**src/rtl/sub_iter.sv**
```systemverilog
// Iterative subtractor: a - b computed one 4-bit carry-lookahead slice per cycle, LSB first.
// Optional zero-result flag port enabled by defining SUB_ITER_ZERO_FLAG_EN.
module sub_iter #(
    parameter int WIDTH = 32
) (
    input  logic             clk,
    input  logic             rst_n,
    input  logic             in_valid,
    output logic             in_ready,
    input  logic [WIDTH-1:0] a,
    input  logic [WIDTH-1:0] b,
    output logic             out_valid,
    input  logic             out_ready,
    output logic [WIDTH-1:0] diff,
    output logic             bout,
`ifdef SUB_ITER_ZERO_FLAG_EN
    output logic             zero,
`endif
    output logic             ovf
);

    localparam int N     = WIDTH / 4;
    localparam int IDX_W = (N > 1) ? $clog2(N) : 1;
    localparam logic [IDX_W-1:0] LAST_IDX = IDX_W'(N - 1);

    typedef enum logic [1:0] {
        IDLE = 2'd0,
        RUN  = 2'd1,
        DONE = 2'd2
    } state_t;

    state_t            state_r;
    logic [WIDTH-1:0]  a_r;
    logic [WIDTH-1:0]  nb_r;
    logic              carry_r;
    logic [IDX_W-1:0]  idx_r;
    logic [WIDTH-1:0]  diff_r;
    logic              bout_r;
    logic              ovf_r;
    logic              in_ready_r;
    logic              out_valid_r;
`ifdef SUB_ITER_ZERO_FLAG_EN
    logic              zero_r;
`endif

    logic [IDX_W+1:0]  off_s;
    logic [4:0]        slice_s;
    logic [WIDTH-1:0]  diff_next_s;

    // 4-bit carry-lookahead adder; returns {carry_out, sum}
    function automatic logic [4:0] cla4(input logic [3:0] x, input logic [3:0] y, input logic ci);
        logic [3:0] g;
        logic [3:0] p;
        logic [3:0] c;
        logic       co;
        g    = x & y;
        p    = x ^ y;
        c[0] = ci;
        c[1] = g[0] | (p[0] & ci);
        c[2] = g[1] | (p[1] & g[0]) | (p[1] & p[0] & ci);
        c[3] = g[2] | (p[2] & g[1]) | (p[2] & p[1] & g[0]) | (p[2] & p[1] & p[0] & ci);
        co   = g[3] | (p[3] & g[2]) | (p[3] & p[2] & g[1]) | (p[3] & p[2] & p[1] & g[0])
             | (p[3] & p[2] & p[1] & p[0] & ci);
        return {co, p ^ c};
    endfunction

    // Current slice sum and the diff value it produces when written back
    always_comb begin
        off_s       = {idx_r, 2'b00};
        slice_s     = cla4(a_r[off_s +: 4], nb_r[off_s +: 4], carry_r);
        diff_next_s = diff_r;
        if (state_r == RUN) begin
            diff_next_s[off_s +: 4] = slice_s[3:0];
        end else begin
            diff_next_s = diff_r;
        end
    end

    // Control FSM with registered handshake and result outputs
    always_ff @(posedge clk or negedge rst_n) begin
        if (!rst_n) begin
            state_r     <= IDLE;
            a_r         <= {WIDTH{1'b0}};
            nb_r        <= {WIDTH{1'b0}};
            carry_r     <= 1'b0;
            idx_r       <= {IDX_W{1'b0}};
            diff_r      <= {WIDTH{1'b0}};
            bout_r      <= 1'b0;
            ovf_r       <= 1'b0;
            in_ready_r  <= 1'b1;
            out_valid_r <= 1'b0;
`ifdef SUB_ITER_ZERO_FLAG_EN
            zero_r      <= 1'b0;
`endif
        end else begin
            case (state_r)
                IDLE: begin
                    if (in_valid) begin
                        a_r        <= a;
                        nb_r       <= ~b;
                        carry_r    <= 1'b1;
                        idx_r      <= {IDX_W{1'b0}};
                        in_ready_r <= 1'b0;
                        state_r    <= RUN;
                    end
                end
                RUN: begin
                    diff_r  <= diff_next_s;
                    carry_r <= slice_s[4];
                    idx_r   <= idx_r + 1'b1;
                    if (idx_r == LAST_IDX) begin
                        bout_r      <= ~slice_s[4];
                        // nb_r holds ~b, so its MSB is the inverse of b's sign
                        ovf_r       <= (a_r[WIDTH-1] == nb_r[WIDTH-1]) & (slice_s[3] != a_r[WIDTH-1]);
`ifdef SUB_ITER_ZERO_FLAG_EN
                        zero_r      <= (diff_next_s == {WIDTH{1'b0}});
`endif
                        out_valid_r <= 1'b1;
                        state_r     <= DONE;
                    end
                end
                DONE: begin
                    if (out_ready) begin
                        out_valid_r <= 1'b0;
                        in_ready_r  <= 1'b1;
                        state_r     <= IDLE;
                    end
                end
                default: begin
                    out_valid_r <= 1'b0;
                    in_ready_r  <= 1'b1;
                    state_r     <= IDLE;
                end
            endcase
        end
    end

    assign in_ready  = in_ready_r;
    assign out_valid = out_valid_r;
    assign diff      = diff_r;
    assign bout      = bout_r;
    assign ovf       = ovf_r;
`ifdef SUB_ITER_ZERO_FLAG_EN
    assign zero      = zero_r;
`endif

endmodule

```
**config.mk**
```make
export PLATFORM = sky130hd
export DESIGN_NAME = sub_iter
export DESIGN_NICKNAME = d
export VERILOG_FILES = /design/src/rtl/sub_iter.sv
export SDC_FILE = /design/constraint.sdc
export NUM_CORES = 1
export LEC_CHECK = 0
export CORE_UTILIZATION = 47
export CTS_BUF_LIST = sky130_fd_sc_hd__clkbuf_4
export CTS_CLUSTER_DIAMETER = 120
export CTS_CLUSTER_SIZE = 10
export DETAILED_ROUTE_END_ITERATION = 6
export PLACE_DENSITY = 0.77
export RECOVER_POWER = 100
export SLEW_MARGIN = 20
export SYNTH_ARGS = -nofsm -noshare
export SYNTH_HDL_FRONTEND = slang
export SYNTH_SLANG_ARGS = --single-unit
```
**constraint.sdc**
```tcl
create_clock -name clk -period 2.81 [get_ports clk]
set_input_delay 0.562 -clock clk [delete_from_list [all_inputs] [get_ports clk]]
set_output_delay 0.562 -clock clk [all_outputs]
set_load 0.02 [all_outputs]
```
==> flow_summary.ini <==
[power]
peakVddDrop_mv = 0.657
power_leakage_uw = 0.00265
power_density_nw_per_um2 = 1360
finalPower_uw = 8440

[clock_tree]
cts_made_buffers = 9
ctsHtreeMaxLevel = 3
ctsHoldBuffers = 0
path_clk_slew_ns = 0.17
tritoncts = yes
clk_path_buf_depth = 2
numClockSinks = 106
clock-root-buffer = clkbuf_4
clock_latency_ns = 0.47

[layout]
drive_gt1_share_pct = 21.6
syn2layout_area_growth_pct = 30.6
instances_no_fill = 646
layout_commonest_cell = dfrtp_1
num_antenna_cells = 0
layout_common_cells = 104 x dfrtp_1, 100 x clkdlybuf4s50_1, 53 x nand2_1
nNetsFinal = 589
finish.instance_area_um2 = 6220
final_util_pct = 63.3

[logic_synthesis]
syn_area_um2 = 4760
synth_area_leader_cell = dfrtp_1
ys_ff_latch = 106
yosysSeqAreaShare_pct = 55.7
syn_avg_cell_area_um2 = 12.1
yosys.area.top_type_share_pct = 55.2
synthesis.nets = 476
yosysWarnings = 0
synthCells = 395
synth_area_leaders = dfrtp_1 55%, mux2_2 11%, mux4_2 7.6%
ys_types = 39

[outcome]
outcome = complete, no violations

[timing]
setup_viol = 0
slew_headroom_pct = 7.68
worst_pin_slew_ns = 1.38
skew_ns = 0.0283
rsz0062_at_grt = yes
hold_viol = 0
period_needed_ns = 2.78
hold_slack_ns = 0.309
drv_slew = 0
max_freq_ghz = 0.360
fin_crit_sh_pct = 98.9

[drt]
wire_per_inst_um = 15.9
viasPerCell = 5.26
firstDrtPassIters = 4
drc = 0
ant_nets = 0
drt_iter0_markers = 97
finalWirelength_mm = 10.2
vias = 3399

[worst_setup_path]
path_max_fanout = 7
r2r-start = idx_r[0]
reg2reg_depth = 10
r2r-end = ovf
crit_chain = clkbuf_16 -> mux4_2 -> nand2_1 -> nand2_1 -> ha_1 -> a41oi_2 -> o21ai_4 -> xnor2_4 -> or3_4 -> a41oi_2
start_kind = flip-flop
cp_slowest_stage_delay_ns = 0.52
slowest_stage = mux4_2
crit_arrival_ns = 3.16
startpoint = idx_r[0]
criticalPathCategory = flip-flop to flip-flop
end_kind = flip-flop
cp.required_ns = 3.19
r2r_setup_slack_ns = 0.03

[floorplanning]
core_um2 = 9820
die_w_um = 103
die_height_um = 103
rows = 36
pin_count = 104
dieArea_um2 = 10500
initial_core_util_pct = 48.5

[placement]
port_buffers = 103
place_congestion = 0.773
dpl.cell_count = 625
dpl_cell_area_um2 = 5990
dp_hpwl_mm = 7.35

[global_routing]
grt_usage_pct = 20.8
grt_pass1_vias = 3401
grt_pass1_wl_mm = 16.6
grt_max_degree = 102
grt_antenna_before_repair = 0
overflow = 0

[flow_run]
maxCapViolations = 0

[min_path]
min_path_type = primary input to asynchronous set/reset pin
==> cell usage after synthesis <==
master and instances:
and3_1 3, o21bai_1 1, o41ai_1 1, mux4_2 16
xnor2_1 2, clkinv_1 1, o22a_1 1, mux2i_1 1
xnor2_2 1, o21ai_2 1, a41oi_1 1, nor2_2 1
mux2_2 47, buf_2 13, inv_1 6, o21ai_0 14
nor2_1 43, a21o_1 1, nand2_1 54, nand4b_1 1
or3_1 3, buf_1 1, or2_0 1, dfstp_2 1
nand2b_1 1, ha_1 12, fa_1 1, o31ai_1 7
nor3b_1 2, nor3_4 1, nor3_1 1, a41oi_2 1
clkbuf_1 1, a21oi_1 38, dfrtp_1 105, buf_4 3
nand3b_1 1, nor2b_1 1, nand3_1 5
==> power breakdown <==
group,switching (µW),internal (µW)
Clock,502,284
Combinational,2540,2460
Sequential,428,2220
==> metal layers <==
| metal | GRT usage (%) | part of all wire (%) |
|---|---|---|
| met1 | 29.0 | 45 |
| met2 | 33.0 | 48 |
| met3 | 4.14 | 5.0 |
| met4 | 6.81 | 1.4 |
| met5 | 0 | 0 |
==> metrics by stage <==
stage / setup TNS, ns / worst slack [ns]
3_5_place_dp: 0 / 0.0105
3_3_place_gp: 0 / 0.127
5_1_grt: -0.256 / -0.0849
6_report: 0 / 0.0320
2_1_floorplan: 0 / 0.0559
4_1_cts: 0 / 0.0120
==> worst max-delay path, delay by kind of cell (launching register included) <==
kind	cells	cell delay (ns)
AOI/OAI and AO/OA	3	0.50
DFF	1	0.45
xor gates and xnor gates	1	0.20
and+or+nand+nor	3	0.50
muxes	1	0.52
buffers and inverters	1	0.18
adders and majority gates	1	0.34
==> state kept, by name, summed over array words and instances (netlist names) <==
| name | cells |
|---|---|
| a_r | 32 |
| bout | 1 |
| carry_r | 1 |
| diff | 32 |
| idx_r | 3 |
| in_ready | 1 |
| nb_r | 32 |
| out_valid | 1 |
| ovf | 1 |
| state_r | 2 |
==> cell type report <==
cell class / instances / area (µm²)
Tap cell: 133 / 166
Clock inverter: 6 / 65.1
Sequential cell: 106 / 2660
Fill cell: 792 / 3600
Timing Repair Buffer: 120 / 1180
Multi-Input combinational cell: 264 / 2050
Clock buffer: 10 / 75.1
Inverter: 7 / 26.3
==> repair_timing <==
item / CTS / global route
setup buffers: 0 / 4
pin swaps: 0 / 4
endpoints found under the setup margin: 3 / 12
cloned: 0 / 1
gates resized for setup: 1 / 8
==> kinds of logic after synthesis <==
logic type | Yosys count | share of synthesized area [%]
AO/OA/AOI/OAI | 66 | 7.96
multiplexers | 64 | 18.9
AND/OR/NAND/NOR | 118 | 10.6
flip-flops | 106 | 55.7
buffers and inverters | 25 | 2.55
adder cells (fa/ha/maj) | 13 | 3.57
XOR/XNOR | 3 | 0.710
==> worst max-delay path by stage <==
stage	cells after the start	end	slack, ns
floorplan	10	ovf	0.06
global placement	10	diff[15]	0.13
detailed placement	10	diff[15]	0.01
CTS	10	ovf	0.01
global route	10	ovf	-0.08
finish	10	ovf	0.03
Power figures use the tool's default switching activity.
